--- src/rtl/y_mult_seq.sv ---
// rtl/y_mult_seq.sv - sequential shift-add multiplier, one multiplier bit per RUN cycle
// Optional macro Y_MULT_SIGNED_EN selects two's-complement operands (magnitude multiply + final negate).
module y_mult_seq #(
  parameter int WIDTH = 32
) (
  input  logic               clk,
  input  logic               rst,
  input  logic               start,
  input  logic [WIDTH-1:0]   a,
  input  logic [WIDTH-1:0]   b,
  output logic               busy,
  output logic               done,
  output logic [2*WIDTH-1:0] product
);

  localparam int CW = (WIDTH > 1) ? $clog2(WIDTH) : 1;
  localparam logic [CW-1:0] CNT_LAST = CW'(WIDTH - 1);

  typedef enum logic [1:0] {
    IDLE = 2'd0,
    RUN  = 2'd1,
    DONE = 2'd2
  } state_t;

  state_t               state_q, state_d;
  logic [WIDTH-1:0]     mcand_q, mcand_d;
  logic [WIDTH-1:0]     acc_q, acc_d;
  logic [WIDTH-1:0]     mplr_q, mplr_d;
  logic [CW-1:0]        cnt_q, cnt_d;
  logic [2*WIDTH-1:0]   prod_q, prod_d;
  logic                 busy_q, busy_d;
  logic                 done_q, done_d;
  logic [WIDTH:0]       sum;
  logic [2*WIDTH-1:0]   shifted;
`ifdef Y_MULT_SIGNED_EN
  logic                 sign_q, sign_d;
`endif

  // Upper accumulator half plus carry, then the whole {carry, acc, multiplier} chain moves right one bit.
  always_comb begin
    sum     = {1'b0, acc_q} + (mplr_q[0] ? {1'b0, mcand_q} : {(WIDTH+1){1'b0}});
    shifted = {sum, mplr_q[WIDTH-1:1]};
  end

  always_comb begin
    state_d = state_q;
    mcand_d = mcand_q;
    acc_d   = acc_q;
    mplr_d  = mplr_q;
    cnt_d   = cnt_q;
    prod_d  = prod_q;
`ifdef Y_MULT_SIGNED_EN
    sign_d  = sign_q;
`endif
    case (state_q)
      IDLE: begin
        if (start) begin
`ifdef Y_MULT_SIGNED_EN
          mcand_d = a[WIDTH-1] ? -a : a;
          mplr_d  = b[WIDTH-1] ? -b : b;
          sign_d  = a[WIDTH-1] ^ b[WIDTH-1];
`else
          mcand_d = a;
          mplr_d  = b;
`endif
          acc_d   = '0;
          cnt_d   = '0;
          state_d = RUN;
        end
      end
      RUN: begin
        acc_d  = shifted[2*WIDTH-1:WIDTH];
        mplr_d = shifted[WIDTH-1:0];
        if (cnt_q == CNT_LAST) begin
          cnt_d   = '0;
          state_d = DONE;
`ifdef Y_MULT_SIGNED_EN
          prod_d  = sign_q ? -shifted : shifted;
`else
          prod_d  = shifted;
`endif
        end else begin
          cnt_d = cnt_q + CW'(1);
        end
      end
      DONE: begin
        state_d = IDLE;
      end
      default: begin
        state_d = IDLE;
      end
    endcase
  end

  // busy covers the capture edge through the final iteration edge; done follows one cycle behind DONE.
  always_comb begin
    busy_d = (state_d == RUN) || (state_q == RUN);
    done_d = (state_q == DONE);
  end

  always_ff @(posedge clk) begin
    if (rst) begin
      state_q <= IDLE;
      mcand_q <= '0;
      acc_q   <= '0;
      mplr_q  <= '0;
      cnt_q   <= '0;
      prod_q  <= '0;
      busy_q  <= 1'b0;
      done_q  <= 1'b0;
`ifdef Y_MULT_SIGNED_EN
      sign_q  <= 1'b0;
`endif
    end else begin
      state_q <= state_d;
      mcand_q <= mcand_d;
      acc_q   <= acc_d;
      mplr_q  <= mplr_d;
      cnt_q   <= cnt_d;
      prod_q  <= prod_d;
      busy_q  <= busy_d;
      done_q  <= done_d;
`ifdef Y_MULT_SIGNED_EN
      sign_q  <= sign_d;
`endif
    end
  end

  assign busy    = busy_q;
  assign done    = done_q;
  assign product = prod_q;

endmodule
--- config.mk ---
export PLATFORM = sky130hd
export DESIGN_NAME = y_mult_seq
export DESIGN_NICKNAME = d
export VERILOG_FILES = /design/src/rtl/y_mult_seq.sv
export SDC_FILE = /design/constraint.sdc
export NUM_CORES = 1
export LEC_CHECK = 0
export CAP_MARGIN = 20
export CORE_MARGIN = 2
export CORE_UTILIZATION = 53
export DETAILED_ROUTE_END_ITERATION = 10
export PLACE_DENSITY = 0.91
export SETUP_SLACK_MARGIN = 0.4
export SLEW_MARGIN = 25
export SYNTH_ARGS = -nofsm -noshare
export SYNTH_HDL_FRONTEND = slang
export SYNTH_SLANG_ARGS = --single-unit
--- constraint.sdc ---
create_clock -name clk -period 8.3 [get_ports clk]
set_input_delay 1.245 -clock clk [delete_from_list [all_inputs] [get_ports clk]]
set_output_delay 1.245 -clock clk [all_outputs]
set_load 0.005 [all_outputs]
=== Word level (Yosys, flattened, before mapping) ===
Index checks and enable logic that the tools add are counted.

* Bits in registers: 169
* Input bits: 67
* Output and inout bits: 66

* Add/subtract/negate cells: 2
* Equal/unequal tests: 5
* Multiplexer cells: 11
* Reduce and logical (&&, ||, !) cells: 6

{| class="wikitable"
|+ Operator list
! kind !! count
|-
| $pmux 32 s2 || 2
|-
| $mux 32 || 3
|-
| $add 32x32->33 || 1
|-
| $mux 5 || 2
|-
| $pmux 5 s2 || 1
|-
| $reduce_and 2->1 || 3
|-
| $add 5x1->5 const B || 1
|-
| $eq 5x5->1 const B || 1
|-
| $eq 2x1->1 const B || 2
|-
| $mux 2 || 2
|-
| $pmux 2 s2 || 1
|-
| $eq 2x2->1 const B || 1
|-
| $logic_not 2->1 || 1
|-
| $ne 2x2->1 const B || 1
|-
| $reduce_bool 2->1 || 1
|-
| $logic_or 1x1->1 || 1
|}

=== Depth between registers and ports, before layout ===
* Word-level depth: 5
* Gate-level depth with buffers: 12
* Depth with buffers taken out: 12

=== Worst setup path after synthesis ===
Ideal clock, no wire load.

* Path type: register to register
* Start: register mplr_q[0]
* End: register acc_q[26]
* Setup time: 117 ps
* Arrival time: 2631 ps
* Slack: 5552 ps
* Stages on the path, launching flop included: 13
* Buffers on the path: 1
* Cell sequence: dfxtp_1 clkbuf_1 nand2_1 inv_1 ha_1 a211oi_2 o211ai_2 a221oi_4 a21oi_2 o221ai_2 a21oi_1 or3_1 a32o_1

* Cells in the longest elaborated chain, start to end: 3

{| class="wikitable"
|+ Ends and longest elaborated chain
! item !! RTL line !! text
|-
| start, declared || 28 || <nowiki>logic [WIDTH-1:0] mplr_q, mplr_d;</nowiki>
|-
| start signal, assigned || 118 || <nowiki>mplr_q <= mplr_d;</nowiki>
|-
| $mux 32 || 41 || <nowiki>sum = {1'b0, acc_q} + (mplr_q[0] ? {1'b0, mcand_q} : {(WIDTH+1){1'b0}});</nowiki>
|-
| $add 32x32->33 || 41 ||
|-
| $pmux 32 s2 || 55 || <nowiki>case (state_q)</nowiki>
|-
| end signal, assigned || 105 || <nowiki>acc_q <= '0;</nowiki>
|-
| end signal, assigned || 117 || <nowiki>acc_q <= acc_d;</nowiki>
|-
| end, declared || 27 || <nowiki>logic [WIDTH-1:0] acc_q, acc_d;</nowiki>
|}

No other way between the ends.
A chain may end at the register's enable or synchronous reset.

=== Final worst setup path ===
* Start: register mplr_q[0]
* End: register acc_q[27]

The elaborated chain is that of the path after synthesis.

==> results.md <==
Clock network:
- In this run, CTS created clock tree buffers numbering 17.
- After clock tree synthesis, the clock-pin slew on the worst setup and hold paths is approximately 0.070 ns.
- The root buffer cell chosen for the clock tree is clkbuf_16.
- The clock latency at the later pin of the worst-skew pair is 0.44 ns.
- TritonCTS built the clock tree.
- The clock tree synthesis step divided the H-tree into 4 levels.
- The post-CTS repair timing setup buffer count is 0.
- For this design, the sink count on the clock tree is approximately 170.
- The post-CTS resize count is 0.
- No sink is reached through more buffers than the 2 on the longest clock path.
- For this design, the CTS-stage hold fixing added 0 buffers.

Global route:
- Entering global routing, the biggest net connects 89 pins.
- The first-pass GRT wire length is 32900 um.
- In the global route stage, overall resource usage came out at 24.89%.
- The number of global-route vias before repair came to between 6000 and 7000.
- The number of antenna violations at the first check in global routing is 0.
- The sum of overflow across all layers after global routing is 0.

Worst setup path:
- The stage delay of the slowest cell on the critical path is 0.97 ns.
- The worst setup path is of the reg -> reg kind.
- Along the worst path, the maximum fanout reaches 33.
- The kind of launch point of the worst setup path is a flop.
- The critical path endpoint is acc_q[27]$_SDFFE_PP0P_.
- The arrival time reported for the critical path endpoint is 4.16 ns.
- The startpoint of the most critical register-to-register path is mplr_q[0]$_SDFFE_PP0P_.
- The critical path crosses 12 cells after its start point.
- The end of the worst register-to-register path is acc_q[27]$_SDFFE_PP0P_.
- The combined buffer and inverter count along the critical path is 1.
- In this design, the largest share of critical-path delay is due to simple AND/OR/NAND/NOR gates.
- The reg2reg setup slack is 4.45 ns.
- The signal on the critical path passes through and2_1 > ha_1 > inv_1 > fa_1 > nor2b_1 > o2111ai_1 > a21boi_1 > and4bb_1 > nor4_2 > o21ai_0 > mux2i_1 > o211ai_1.
- At the worst endpoint, the required time is 8.61 ns.
- The critical-path cell with the highest stage delay is dfxtp_1.
- The endpoint class of the critical path is a flop.
- The logic depth of the worst register-to-register path is 12.
- The launch point of the critical path is mplr_q[0]$_SDFFE_PP0P_.

Logic synthesis:
- The commonest cells after synthesis are nand2_1 (198), dfxtp_1 (169), a21oi_1 (118).
- The count of distinct cell types in the synthesized netlist is 61.
- The net count of the mapped netlist is 1089.
- The cell taking the most area after synthesis is dfxtp_1.
- Sequential elements use 41.86% of the synthesized area.
- The number of enable flip-flop cells after synthesis is 0.
- The flip-flop cell with the highest count after synthesis is dfxtp_1.
- The top cell type's share of synthesized area is between 40% and 50%.
- Counting flops with an async set or reset pin after synthesis yields a share of 0%.
- Sorting the synthesized cells by area gives the leading types as dfxtp_1 (42%), nand2_1 (9.2%), a21oi_1 (7.3%), ha_1 (5.3%), mux2i_1 (4.2%).
- In this run the mean area of a mapped cell was 8.188 sq um.
- The number of instances in the synthesized netlist is ~990.
- During synthesis, Yosys emitted a total of 0 warnings.
- The mapped netlist covers 0.008082 sq mm.
- nand2_1 is the most common cell in the netlist.
- The flop and latch count out of synthesis is 169.

Routing:
- The uppermost layer routed is met4.
- After detailed routing, the average wire length per cell comes to between 15 and 20 um.
- The number of DRC violations after detailed-routing iteration 0 is 627.
- The pre-antenna-repair detailed-routing pass consisted of 5 iterations.
- In this run the remaining antenna-violating nets after routing total 0.
- The number of vias per cell is 5.764.
- Wire segments on met2 add up to 9772 um in the final route.
- After detailed routing, the total wire length is 20250 um.
- The met1 wire length is slightly below 9000 um.
- The DRC violations left is 0.
- The wire length on met3 is 1182 um.
- The total vias in the final route is roughly 7400.

Final layout:
- Across the whole layout, storage elements account for between 0.003 and 0.004 sq mm.
- The final-stage net count is approximately 1200.
- The signed area change from the synthesized netlist to the final layout is 24.25%.
- The multi-input combinational cells in the finished layout cover a total of 0.004410 sq mm.
- After filler insertion, the fill cell instance count of the layout stands at between 1000 and 1500.
- The number of antenna diodes in the final layout is 0.
- The share of post-route cells with drive strength above 1 is under 10%.

Power:
- The maximum vdd drop is 162.0 uV.
- The analysis attributes to cell leakage a power of 3.837 nW.
- The analysis attributes to net switching a power of around 0.00044 W.
- For this design the ratio of total power to cell area is 178.5 mW/mm^2.
- The power share of the clock group is 44.5%.
- In this run switching power makes up roughly 24% of total power.
- The total power consumption of the routed design is 0.001792 W.
- Combinational cells account for under 10% of the total power.
- The sequential power share is 47.8%.
- The internal power consumption is about 0.0014 W.

STA:
- The final critical-path share of the clock period is 46.41%.
- The maximum frequency from static timing analysis is about 260 MHz.
- The final-report hold violation count is 0.
- Headroom to the max-slew limit came out at 34.41%.
- Setup violations remaining at the end of the flow were counted as 0.
- The slew at the pin closest to its max-slew limit is just under 1 ns.
- The worst clock skew is between 0.01 and 0.015 ns.
- Setup repair after global routing left no endpoint under its margin.
- The worst path needs 3.852 ns of the cycle, external delays included.
- The total count of max-transition violations in the final report was 0.
- After routing, the total negative slack on setup checks comes to 0 ns.

Outcome:
- The flow ran to the end, and the final reports show no timing, DRC or antenna violations.

Placement:
- The congestion estimate from routability-driven global placement came to roughly 0.94.
- The HPWL after detailed placement is 13480 um.
- Buffers placed on the I/O ports in this run total 132.

Flow run:
- The tool flagged a number of max-cap violations equal to 0.

Min path:
- In this run the worst hold path is classified as reg -> reg.
- The worst hold path stage count is 2.

Floorplan:
- The die width is 127.5 um.
- The die span in y is 127.5 um.
- The floorplan has 45 rows.
- For this configuration, the core starts out at a cell density of 53.76%.
- The floorplan step defined a die boundary enclosing around 0.016 sq mm.
- The total core area is 0.01503 sq mm.
- The number of top-level pins is about 130.
-- routing by layer --
metal / up-vias / track usage, %
met2: 244 / 40.92
li1: 3627 / -
met1: 3458 / 32.63
met3: 37 / 4.397
met5: - / 0
met4: 0 / 9.890
-- power groups by stage --
stage	clock, W	sequential, W	combinational [W]
finish	0.000797	0.000856	0.000139
global route	0.000837	0.000859	0.000153
CTS	0.000800	0.000856	0.000139
detailed placement	0	0.000874	0.000137
global placement	0	0.000872	0.000134
floorplan	0	0.000866	0.0000867
-- registers in the layout (all words and copies together) (netlist names) --
| name | flops |
|---|---|
| done | 1 |
| state_q | 2 |
| cnt_q | 5 |
| mplr_q | 32 |
| product | 64 |
| busy | 1 |
| mcand_q | 32 |
| acc_q | 32 |
-- layout make-up --
cell class / count / area share [%]
Clock buffer: 20 / 4.449
Clock inverter: 11 / 1.371
Timing Repair Buffer: 141 / 13.81
Sequential cell: 169 / 33.69
Inverter: 11 / 0.4112
Tap cell: 188 / 2.343
Multi-Input combinational cell: 738 / 43.93
-- worst min path at each step --
| stage | start | to | slack [ns] |
|---|---|---|---|
| 6_report | mcand_q[19]$_SDFFE_PP0P_ | mcand_q[19]$_SDFFE_PP0P_ | 0.45 |
| 5_1_grt | mcand_q[19]$_SDFFE_PP0P_ | mcand_q[19]$_SDFFE_PP0P_ | 0.47 |
| 4_1_cts | mcand_q[19]$_SDFFE_PP0P_ | mcand_q[19]$_SDFFE_PP0P_ | 0.45 |
| 3_5_place_dp | mcand_q[19]$_SDFFE_PP0P_ | mcand_q[19]$_SDFFE_PP0P_ | 0.44 |
| 3_3_place_gp | mcand_q[31]$_SDFFE_PP0P_ | mcand_q[31]$_SDFFE_PP0P_ | 0.44 |
| 2_1_floorplan | acc_q[15]$_SDFFE_PP0P_ | acc_q[15]$_SDFFE_PP0P_ | 0.43 |
-- placed cells by master (no fill, tap or decap), types with 3 or more instances in the layout --
cell               n
xor2_1             9
a21oi_1          118
o21a_1             8
nand3_1           11
a31oi_1            4
mux2i_1           34
a21boi_0           3
or4_1              3
nand2b_1           6
and2_1            35
nor4b_1            3
clkdlybuf4s50_1  131
clkinvlp_4         3
a211oi_1          38
xnor2_1           16
clkbuf_16         17
buf_4             10
nor2_1            82
nand4_1            8
nor3_1            11
a21o_1             6
o211ai_1           5
ha_1              34
a22o_1             7
inv_6              4
o21ai_0           26
a22oi_1           15
nor2b_1            3
o31ai_1            5
and3_1             4
inv_1             11
dfxtp_1          169
o21ai_1            5
nand2_1          197
-- tightest hold or removal path, delay by kind of cell (launching register included) --
family          cells  cell delay (ns)
flops               1             0.30
simple gates        1             0.05
compound gates      1             0.05
-- stage by stage --
| stage | std cells | utilization (%) | area, sq um | worst slack (ns) | hold WS [ns] |
|---|---|---|---|---|---|
| finish | 1278 | 66.79 | 10040 | 4.448 | 0.4495 |
| global route | 1278 | 66.79 | 10040 | 4.210 | 0.4719 |
| CTS | 1278 | 66.79 | 10040 | 4.492 | 0.4508 |
| detailed placement | 1247 | 62.90 | 9457 | 4.533 | 0.4424 |
| global placement | 1247 | 62.90 | 9455 | 4.723 | 0.4389 |
| floorplan | 987 | - | 8082 | 5.552 | 0.4315 |
-- cell families (layout without fill, tap and decap cells) --
| group | after synthesis | count (layout) | synth area share, % |
|---|---|---|---|
| compound gates | 266 | 266 | 21.24 |
| mux | 34 | 34 | 4.211 |
| fa+ha+maj | 35 | 35 | 5.512 |
| buf+inv | 80 | 183 | 3.778 |
| flops | 169 | 169 | 41.86 |
| simple gates | 378 | 378 | 20.68 |
| xor+xnor | 25 | 25 | 2.709 |
(Power assumes the default switching activity.)
